--- config.mk ---
export PLATFORM = sky130hd
export DESIGN_NAME = rr_mux_arbiter
export DESIGN_NICKNAME = d
export VERILOG_FILES = /design/src/rtl/rr_mux_arbiter_pkg.sv /design/src/rtl/mux_.sv /design/src/rtl/rr_prio_pick.sv /design/src/rtl/rr_mux_arbiter.sv
export SDC_FILE = /design/constraint.sdc
export NUM_CORES = 1
export LEC_CHECK = 0
export CORE_MARGIN = 2
export CORE_UTILIZATION = 35
export CTS_BUF_LIST = sky130_fd_sc_hd__clkbuf_8
export CTS_CLUSTER_DIAMETER = 60
export DETAILED_ROUTE_END_ITERATION = 10
export PLACE_DENSITY = 0.76
export SLEW_MARGIN = 20
export SYNTH_ARGS = -nofsm -noshare
export SYNTH_HDL_FRONTEND = slang
export SYNTH_SLANG_ARGS = --single-unit
--- constraint.sdc ---
create_clock -name clk -period 2.4 [get_ports clk]
set_input_delay 0.48 -clock clk [delete_from_list [all_inputs] [get_ports clk]]
set_output_delay 0.48 -clock clk [all_outputs]
set_load 0.005 [all_outputs]
--- src/rtl/rr_mux_arbiter_pkg.sv ---
// rtl/rr_mux_arbiter_pkg.sv - shared constants for the round-robin mux arbiter
package rr_mux_arbiter_pkg;

  localparam int N_REQS_MAX = 32;
  localparam int N_REQS_LEGAL [5] = '{2, 4, 8, 16, 32};

  function automatic bit legal_n_reqs(input int n);
    bit ok;
    ok = 1'b0;
    for (int i = 0; i < 5; i++) begin
      if (N_REQS_LEGAL[i] == n && n <= N_REQS_MAX) ok = 1'b1;
    end
    return ok;
  endfunction

endpackage

--- src/rtl/mux_.sv ---
// rtl/mux_.sv - generic N-input data mux, index-selected
module mux_ #(
  parameter int WIDTH = 32,
  parameter int N_INS = 4,
  localparam int SEL_WIDTH = $clog2(N_INS)
) (
  input  logic [N_INS-1:0][WIDTH-1:0] in,
  input  logic [SEL_WIDTH-1:0]        sel,
  output logic [WIDTH-1:0]            out
);

  assign out = in[sel];

endmodule

--- src/rtl/rr_prio_pick.sv ---
// rtl/rr_prio_pick.sv - rotating priority encoder, first set bit at or after ptr
module rr_prio_pick
  import rr_mux_arbiter_pkg::*;
#(
  parameter int N_REQS = 4,
  localparam int SEL_WIDTH = $clog2(N_REQS)
) (
  input  logic [N_REQS-1:0]    req,
  input  logic [SEL_WIDTH-1:0] ptr,
  output logic                 any,
  output logic [SEL_WIDTH-1:0] idx
);

  logic [SEL_WIDTH-1:0] cand;

  // Scan from farthest to nearest so the closest hit to ptr wins; N_REQS is a
  // power of two, so the index addition wraps on its own.
  always_comb begin
    any  = 1'b0;
    idx  = '0;
    cand = '0;
    for (int k = N_REQS - 1; k >= 0; k--) begin
      cand = ptr + SEL_WIDTH'(k);
      if (req[cand]) begin
        any = 1'b1;
        idx = cand;
      end
    end
  end

endmodule

--- src/rtl/rr_mux_arbiter.sv ---
// rtl/rr_mux_arbiter.sv - round-robin arbiter with locked bursts and registered output
module rr_mux_arbiter
  import rr_mux_arbiter_pkg::*;
#(
  parameter int WIDTH = 32,
  parameter int N_REQS = 4,
  localparam int SEL_WIDTH = $clog2(N_REQS)
) (
  input  logic                         clk,
  input  logic                         rst_aH,
  input  logic [N_REQS-1:0]            req_valid,
  input  logic [N_REQS-1:0]            req_lock,
  input  logic [N_REQS-1:0][WIDTH-1:0] req_data,
  output logic [N_REQS-1:0]            req_ready,
  output logic                         out_valid,
  input  logic                         out_ready,
  output logic [WIDTH-1:0]             out_data,
  output logic [SEL_WIDTH-1:0]         out_sel
);

  logic [SEL_WIDTH-1:0] prio_ptr;
  logic                 locked;
  logic [SEL_WIDTH-1:0] lock_idx;

  logic                 pick_any;
  logic [SEL_WIDTH-1:0] pick_idx;
  logic [SEL_WIDTH-1:0] winner;
  logic                 win_valid;
  logic                 can_accept;
  logic                 fire;
  logic [WIDTH-1:0]     mux_data;

  rr_prio_pick #(.N_REQS(N_REQS)) u_pick (
    .req (req_valid),
    .ptr (prio_ptr),
    .any (pick_any),
    .idx (pick_idx)
  );

  // A held lock pins the grant even when the owner is idle: no other requester
  // may slip a beat into the middle of a burst.
  assign winner     = locked ? lock_idx : pick_idx;
  assign win_valid  = locked ? req_valid[lock_idx] : pick_any;
  assign can_accept = !out_valid || out_ready;
  assign fire       = can_accept && win_valid;
  assign req_ready  = fire ? (N_REQS'(1) << winner) : '0;

  mux_ #(.WIDTH(WIDTH), .N_INS(N_REQS)) u_mux (
    .in  (req_data),
    .sel (winner),
    .out (mux_data)
  );

  always_ff @(posedge clk or posedge rst_aH) begin
    if (rst_aH) begin
      out_valid <= 1'b0;
      out_data  <= '0;
      out_sel   <= '0;
      prio_ptr  <= '0;
      locked    <= 1'b0;
      lock_idx  <= '0;
    end else if (fire) begin
      out_valid <= 1'b1;
      out_data  <= mux_data;
      out_sel   <= winner;
      if (req_lock[winner]) begin
        locked   <= 1'b1;
        lock_idx <= winner;
      end else begin
        locked   <= 1'b0;
        prio_ptr <= winner + 1'b1;
      end
    end else if (out_ready) begin
      out_valid <= 1'b0;
    end
  end

endmodule

### Yosys cells after proc, flatten, opt, wreduce, memory -nomap -nowiden

Cells that the tools add are included.

| cells by class | value |
|---|---|
| shift-type cells | 1 |
| add/subtract/negate cells | 4 |
| mux-type cells | 28 |
| magnitude comparators | 6 |
| reduce and logical (&&, ||, !) cells | 6 |
| bitwise operators | 1 |

Operator list:

| kind | count |
|---|---|
| binary-select mux 32 bit (select 2 bit) | 1 |
| 2-to-1 mux 32 bit | 1 |
| less-than comparator 2 x 3 -> 1 bit (second input constant) | 6 |
| 2-to-1 mux 1 bit | 14 |
| binary-select mux 1 bit (select 2 bit) | 6 |
| 2-to-1 mux 2 bit | 5 |
| adder 2 x 1 -> 2 bit (second input constant) | 2 |
| adder 2 bit (second input constant) | 2 |
| 2-to-1 mux 4 bit | 1 |
| AND reduction 2 bit | 2 |
| left shift 1 x 2 -> 4 bit (first input constant) | 1 |
| nonzero test 2 bit | 1 |
| logical AND 1 bit | 1 |
| logical NOT 1 bit | 1 |
| logical OR 1 bit | 1 |
| inverter 1 bit | 1 |

| word-level totals | value |
|---|---|
| bits of input ports | 139 |
| output and inout port bits | 39 |
| register bits | 40 |

### Depth between registers and ports, before layout

| logic depth | value |
|---|---|
| word-level depth | 12 |
| mapped depth | 10 |
| depth with buffers taken out | 7 |

### By module

Synthesis repeated with hierarchy kept, for this count alone.

| second synthesis, totals | value |
|---|---|
| cells, all modules | 168 |
| area total of the unflattened synthesis | 2748.9 um^2 |

By module, submodules not included:

| module | instances | area each (um^2) | cells each | sequential area each (um^2) |
|---|---|---|---|---|
| rr_mux_arbiter | 1 | 1856.8 | 116 | 1001.0 |
| mux_ | 1 | 814.5 | 39 | 0.0 |
| rr_prio_pick | 1 | 77.6 | 13 | 0.0 |

### Least setup slack after synthesis

Ideal clock, no wire load.

| path | value |
|---|---|
| path kind | input -> output |
| start point | input port req_valid[3] |
| end point | output port req_ready[0] |
| buffers on the path | 2 |
| cell stages on the path | 9 |
| arrival | 1829 ps |
| path slack | 91 ps |
| cell sequence | and3b_4 > a21oi_2 > o21ai_1 > a21oi_4 > buf_8 > buf_12 > inv_1 > ha_1 > and2_1 |

| on the way | value |
|---|---|
| cells in the longest elaborated chain, start to end | 9 |
| elaborated cells on any way between the ends | 23 |

Ends and longest elaborated chain:

| what | line | RTL |
|---|---|---|
| from (decl) | rr_mux_arbiter.sv:11 | `input logic [N_REQS-1:0] req_valid,` |
| binary-select mux 1 bit (select 2 bit) | rr_prio_pick.sv:24 | `if (req[cand]) begin` |
| 2-to-1 mux 1 bit (implied by the code) | rr_prio_pick.sv:24 |  |
| 2-to-1 mux 2 bit (3 in series) | rr_prio_pick.sv:24 |  |
| 2-to-1 mux 2 bit (*) | rr_prio_pick.sv:24 |  |
| 2-to-1 mux 2 bit (*) | rr_mux_arbiter.sv:42 | `assign winner = locked ? lock_idx : pick_idx;` |
| named net u_mux.sel[1] | mux_.sv:8 | `input logic [SEL_WIDTH-1:0] sel,` |
| left shift 1 x 2 -> 4 bit (*) | rr_mux_arbiter.sv:46 | `assign req_ready = fire ? (N_REQS'(1) << winner) : '0;` |
| 2-to-1 mux 4 bit (*) | rr_mux_arbiter.sv:46 |  |
| to (decl) | rr_mux_arbiter.sv:14 | `output logic [N_REQS-1:0] req_ready,` |

The timed path passes the listed nets; every way through them passes the cells marked *. The select of a mux whose other input is x is not followed.

### Worst setup path in the final report

| path | value |
|---|---|
| start point | register prio_ptr[1] |
| end point | output port req_ready[1] |

| on the way | value |
|---|---|
| cells in the longest elaborated chain, start to end | 10 |
| elaborated cells on any way between the ends | 24 |

Ends and longest elaborated chain:

| what | line | RTL |
|---|---|---|
| from (decl) | rr_mux_arbiter.sv:21 | `logic [SEL_WIDTH-1:0] prio_ptr;` |
| from (signal assigned) | rr_mux_arbiter.sv:71 | `prio_ptr <= winner + 1'b1;` |
| adder 2 bit | rr_prio_pick.sv:23 | `cand = ptr + SEL_WIDTH'(k);` |
| binary-select mux 1 bit (select 2 bit) | rr_prio_pick.sv:24 |  |
| 2-to-1 mux 1 bit (implied by the code) | rr_prio_pick.sv:24 |  |
| 2-to-1 mux 2 bit (3 in series) | rr_prio_pick.sv:24 |  |
| 2-to-1 mux 2 bit (*) | rr_prio_pick.sv:24 |  |
| 2-to-1 mux 2 bit (*) | rr_mux_arbiter.sv:42 |  |
| named net u_mux.sel[0] | mux_.sv:8 |  |
| left shift 1 x 2 -> 4 bit (*) | rr_mux_arbiter.sv:46 |  |
| 2-to-1 mux 4 bit (*) | rr_mux_arbiter.sv:46 |  |

Marks and branches as above.

==> flow_summary.yaml <==
status:
  result_of_the_run: "finished, violations left"
  failed_checks: "setup timing"
pwr:
  power.ir.vdd_worst_mv: 0.663
  power_switching_mw: 2.25
  share_clk_of_total_power_pct: 7.2
  cellPowerDensity_nw_per_um2: 1190
  p_seq_share_pct: 20.4
  power_leakage_nw: 2.20
  share_comb_of_total_power_pct: 72.4
  design_power_total_mw: 6.10
  switching_share_pct: 36.9
  intPower_mw: 3.85
floorplan:
  vertical_extent_of_the_die_um: 94.4
  initial_standard_cell_utilization_of_the_core_pct: 36.6
  boundary_pins: 178
  die_x_um: 94.4
  rows: 32
  design.die.area_um2: 8910
  design.core.area_um2: 7810
placement:
  dpl_cell_area_um2: 4790
  gpl.final_weighted_congestion: 0.790
  post_place_setup_slack_ps: -656
  place.detailed.hpwl_um: 6740
  port_buffers: 177
clock_tree:
  clock_tree.buffer_depth: 2
  cts-htree-levels: 2
  numCtsBuffers: 5
  cts.root.buffer_cell: "sky130_fd_sc_hd__clkbuf_8"
  clock_sink_count: 40
  tritoncts: "done"
  clkTransAtPathRegs_ps: 70
  clock_latency_ps: 280
drt:
  route.detailed.vias_per_inst: 4.82
  drt_wirelength_um: 8830
  drc: 0
  route.detailed.wl_per_inst_um: 15.2
  via_count: 2803
  antenna_violating_nets_post_route: 0
  detailedRoute.firstIterationViolations: 71
  detailedRoute.firstPassIterationCount: 4
logic_synthesis:
  post_synth_instance_area_um2: 2860
  synth.area.mux_share_pct: 37.7
  synth_nets: 420
  post_synthesis_cells: 277
  synthAdderAreaFrac_pct: 1.75
  synth_xor_area_share_pct: 0
  synth_top_family_by_area: "multiplexers"
  synth_area_in_compound_gates_pct: 10.7
  post_synth_num_cell_types: 32
  synthSimpleGateAreaFrac_pct: 8.88
  yosysWarnings: 0
  avgSynthCellArea_um2: 10.3
  seq_area_frac_synth_pct: 35.0
  ys_seq_elements: 40
timing:
  slew_headroom_pct: 54.9
  rsz0062_at_grt: "yes"
  final-setup-viol-count: 6
  maxSlewViolCount: 0
  fin_tns_setup_ps: -170
  finalWorstPathRequiredPeriod_ps: 2440
  report.final.hold_viol_count: 0
  final_critical_path_setup_slack_ps: -44.9
  worstMarginPinSlew_ps: 672
  timing.fmax_ghz: 0.409
  final.period_utilization_pct: 102
  fin_skew_ps: 4.19
grt:
  grt_pass1_vias: 2758
  groute.usage.overall_pct: 18.5
  overflow: 0
  grt_antenna_before_repair: 0
  grt_first_pass_wirelength_um: 12900
  grt_start_max_net_pins: 42
setup_path:
  cpMaxStageDelayCell: "sky130_fd_sc_hd__dfrtp_2"
  critical_path_peak_fanout: 7
  critical_path.cell_chain: "nand2b_1 > a21oi_2 > o41ai_4 > buf_4 > buf_6 > ha_1 > and2_1 > buf_2"
  timing.critical_path.from_type: "flop"
  endpoint_kind: "output pin"
  slowest_delay_ps: 440
  worst-setup-path-type: "flop to output pin"
  critical_path_required_ps: 1920
  critical_path_arrival_ps: 1960
finish:
  antenna_cells: 0
  drive_above_1_share_pct: 21.1
  number_of_filler_cells_placed_in_the_layout: 653
  most_common_cell_after_layout_fill_and_taps_aside: "sky130_fd_sc_hd__clkdlybuf4s50_1"
  multi_input_comb_area_um2: 1730
  seqCellArea_um2: 1000
  stdcell_area_um2: 5120
  area_growth_syn_to_layout_pct: 79.2
  layout.nets: 621
  most-common-layout-cells: "sky130_fd_sc_hd__clkdlybuf4s50_1 (169), sky130_fd_sc_hd__mux2i_1 (65), sky130_fd_sc_hd__nand2_1 (41)"
run:
  maxCapViolations: 0
min_path:
  hold_class: "flop to flop"
[synthesized netlist by cell type, drive strengths merged]
cell type,number,area share [%]
clkbuf,7,0.92
mux2,35,14
nor2b,2,0.44
nand2,41,5.4
o41ai,1,0.96
o21ai,39,6.8
ha,4,1.8
o2bb2ai,1,0.31
a21o,1,0.26
buf,12,4.5
nor4,1,0.22
a21oi,7,1.8
and3b,1,0.44
and4b,1,0.35
nand2b,3,0.66
nor2,4,0.53
dfrtp,40,35
a32oi,1,0.31
inv,4,0.53
a2bb2oi,1,0.31
mux2i,66,23
and2,4,0.88
mux4,1,0.79
[through the flow]
stage,hold slack [ps],cells,util [%]
floorplan,470,277,-
global placement,464,558,61.3
detailed placement,475,558,61.3
CTS,491,578,64.3
global route,512,581,65.6
finish,484,581,65.6
[metal layers]
metal	share of wire, %	vias to the layer above	global-route usage, %
met5	0	-	0
met4	2.4	0	6.88
met3	8.5	17	5.83
met2	52	120	34.9
met1	37	1281	19.2
li1	-	1385	-
[what timing repair did]
action | in CTS | in global routing
gates cloned | 0 | 3
setup buffers | 13 | 2
resized for setup | 48 | 8
pin swaps | 8 | 3
hold buffers | 0 | 0
setup endpoints to repair | 39 | 39
[path summary, 6_finish.rpt]
kind | startpoint | to | slack [ps] | depth (start not counted)
worst max-delay path | prio_ptr[1] | req_ready[1] | -40 | 8
worst min-delay path | out_data[8] | out_data[8] | 480 | 2
worst max register to register | prio_ptr[1] | lock_idx[1] | -20 | 10
worst min register to register | out_data[8] | out_data[8] | 480 | 2
max in group asynchronous | rst_aH | locked | 1380 | 3
min in group asynchronous | rst_aH | out_data[29] | 530 | 2
[power groups by stage]
stage	Sequential, mW	Clock, mW	Combinational, mW
2_1_floorplan	1.24	0	2.49
3_5_place_dp	1.25	0	3.81
3_3_place_gp	1.23	0	3.74
4_1_cts	1.25	0.451	4.13
5_1_grt	1.30	0.478	4.79
6_report	1.25	0.437	4.42
[registers in the layout, indices dropped and copies added, names as in the netlist]
name / count
out_valid: 1
locked: 1
out_data: 32
lock_idx: 2
prio_ptr: 2
out_sel: 2
[cells by family (layout without fill, tap and decap cells)]
group                      count (synthesis)  count (layout)
AOI/OAI and AO/OA                         51              51
adders and majority gates                  4               4
buffers and inverters                     23             225
DFF                                       40              40
muxes                                    102             102
and+or+nand+nor                           57              57
[cell type report]
type | count | share of cell area [%]
inverter | 4 | 0.293
timing repair buffer | 213 | 42.1
sequential | 40 | 19.6
clock buffer | 6 | 1.61
clock inverter | 2 | 0.147
tap | 102 | 2.49
multi-input combinational | 214 | 33.8
[critical path: cells and delay by family, from the launching register on]
| family | cells | cell delay (ps) |
|---|---|---|
| DFF | 1 | 440 |
| buffers and inverters | 3 | 400 |
| AOI/OAI and AO/OA | 2 | 450 |
| and+or+nand+nor | 2 | 280 |
| adders and majority gates | 1 | 120 |
Note: power is estimated with default switching activity, not from simulation.
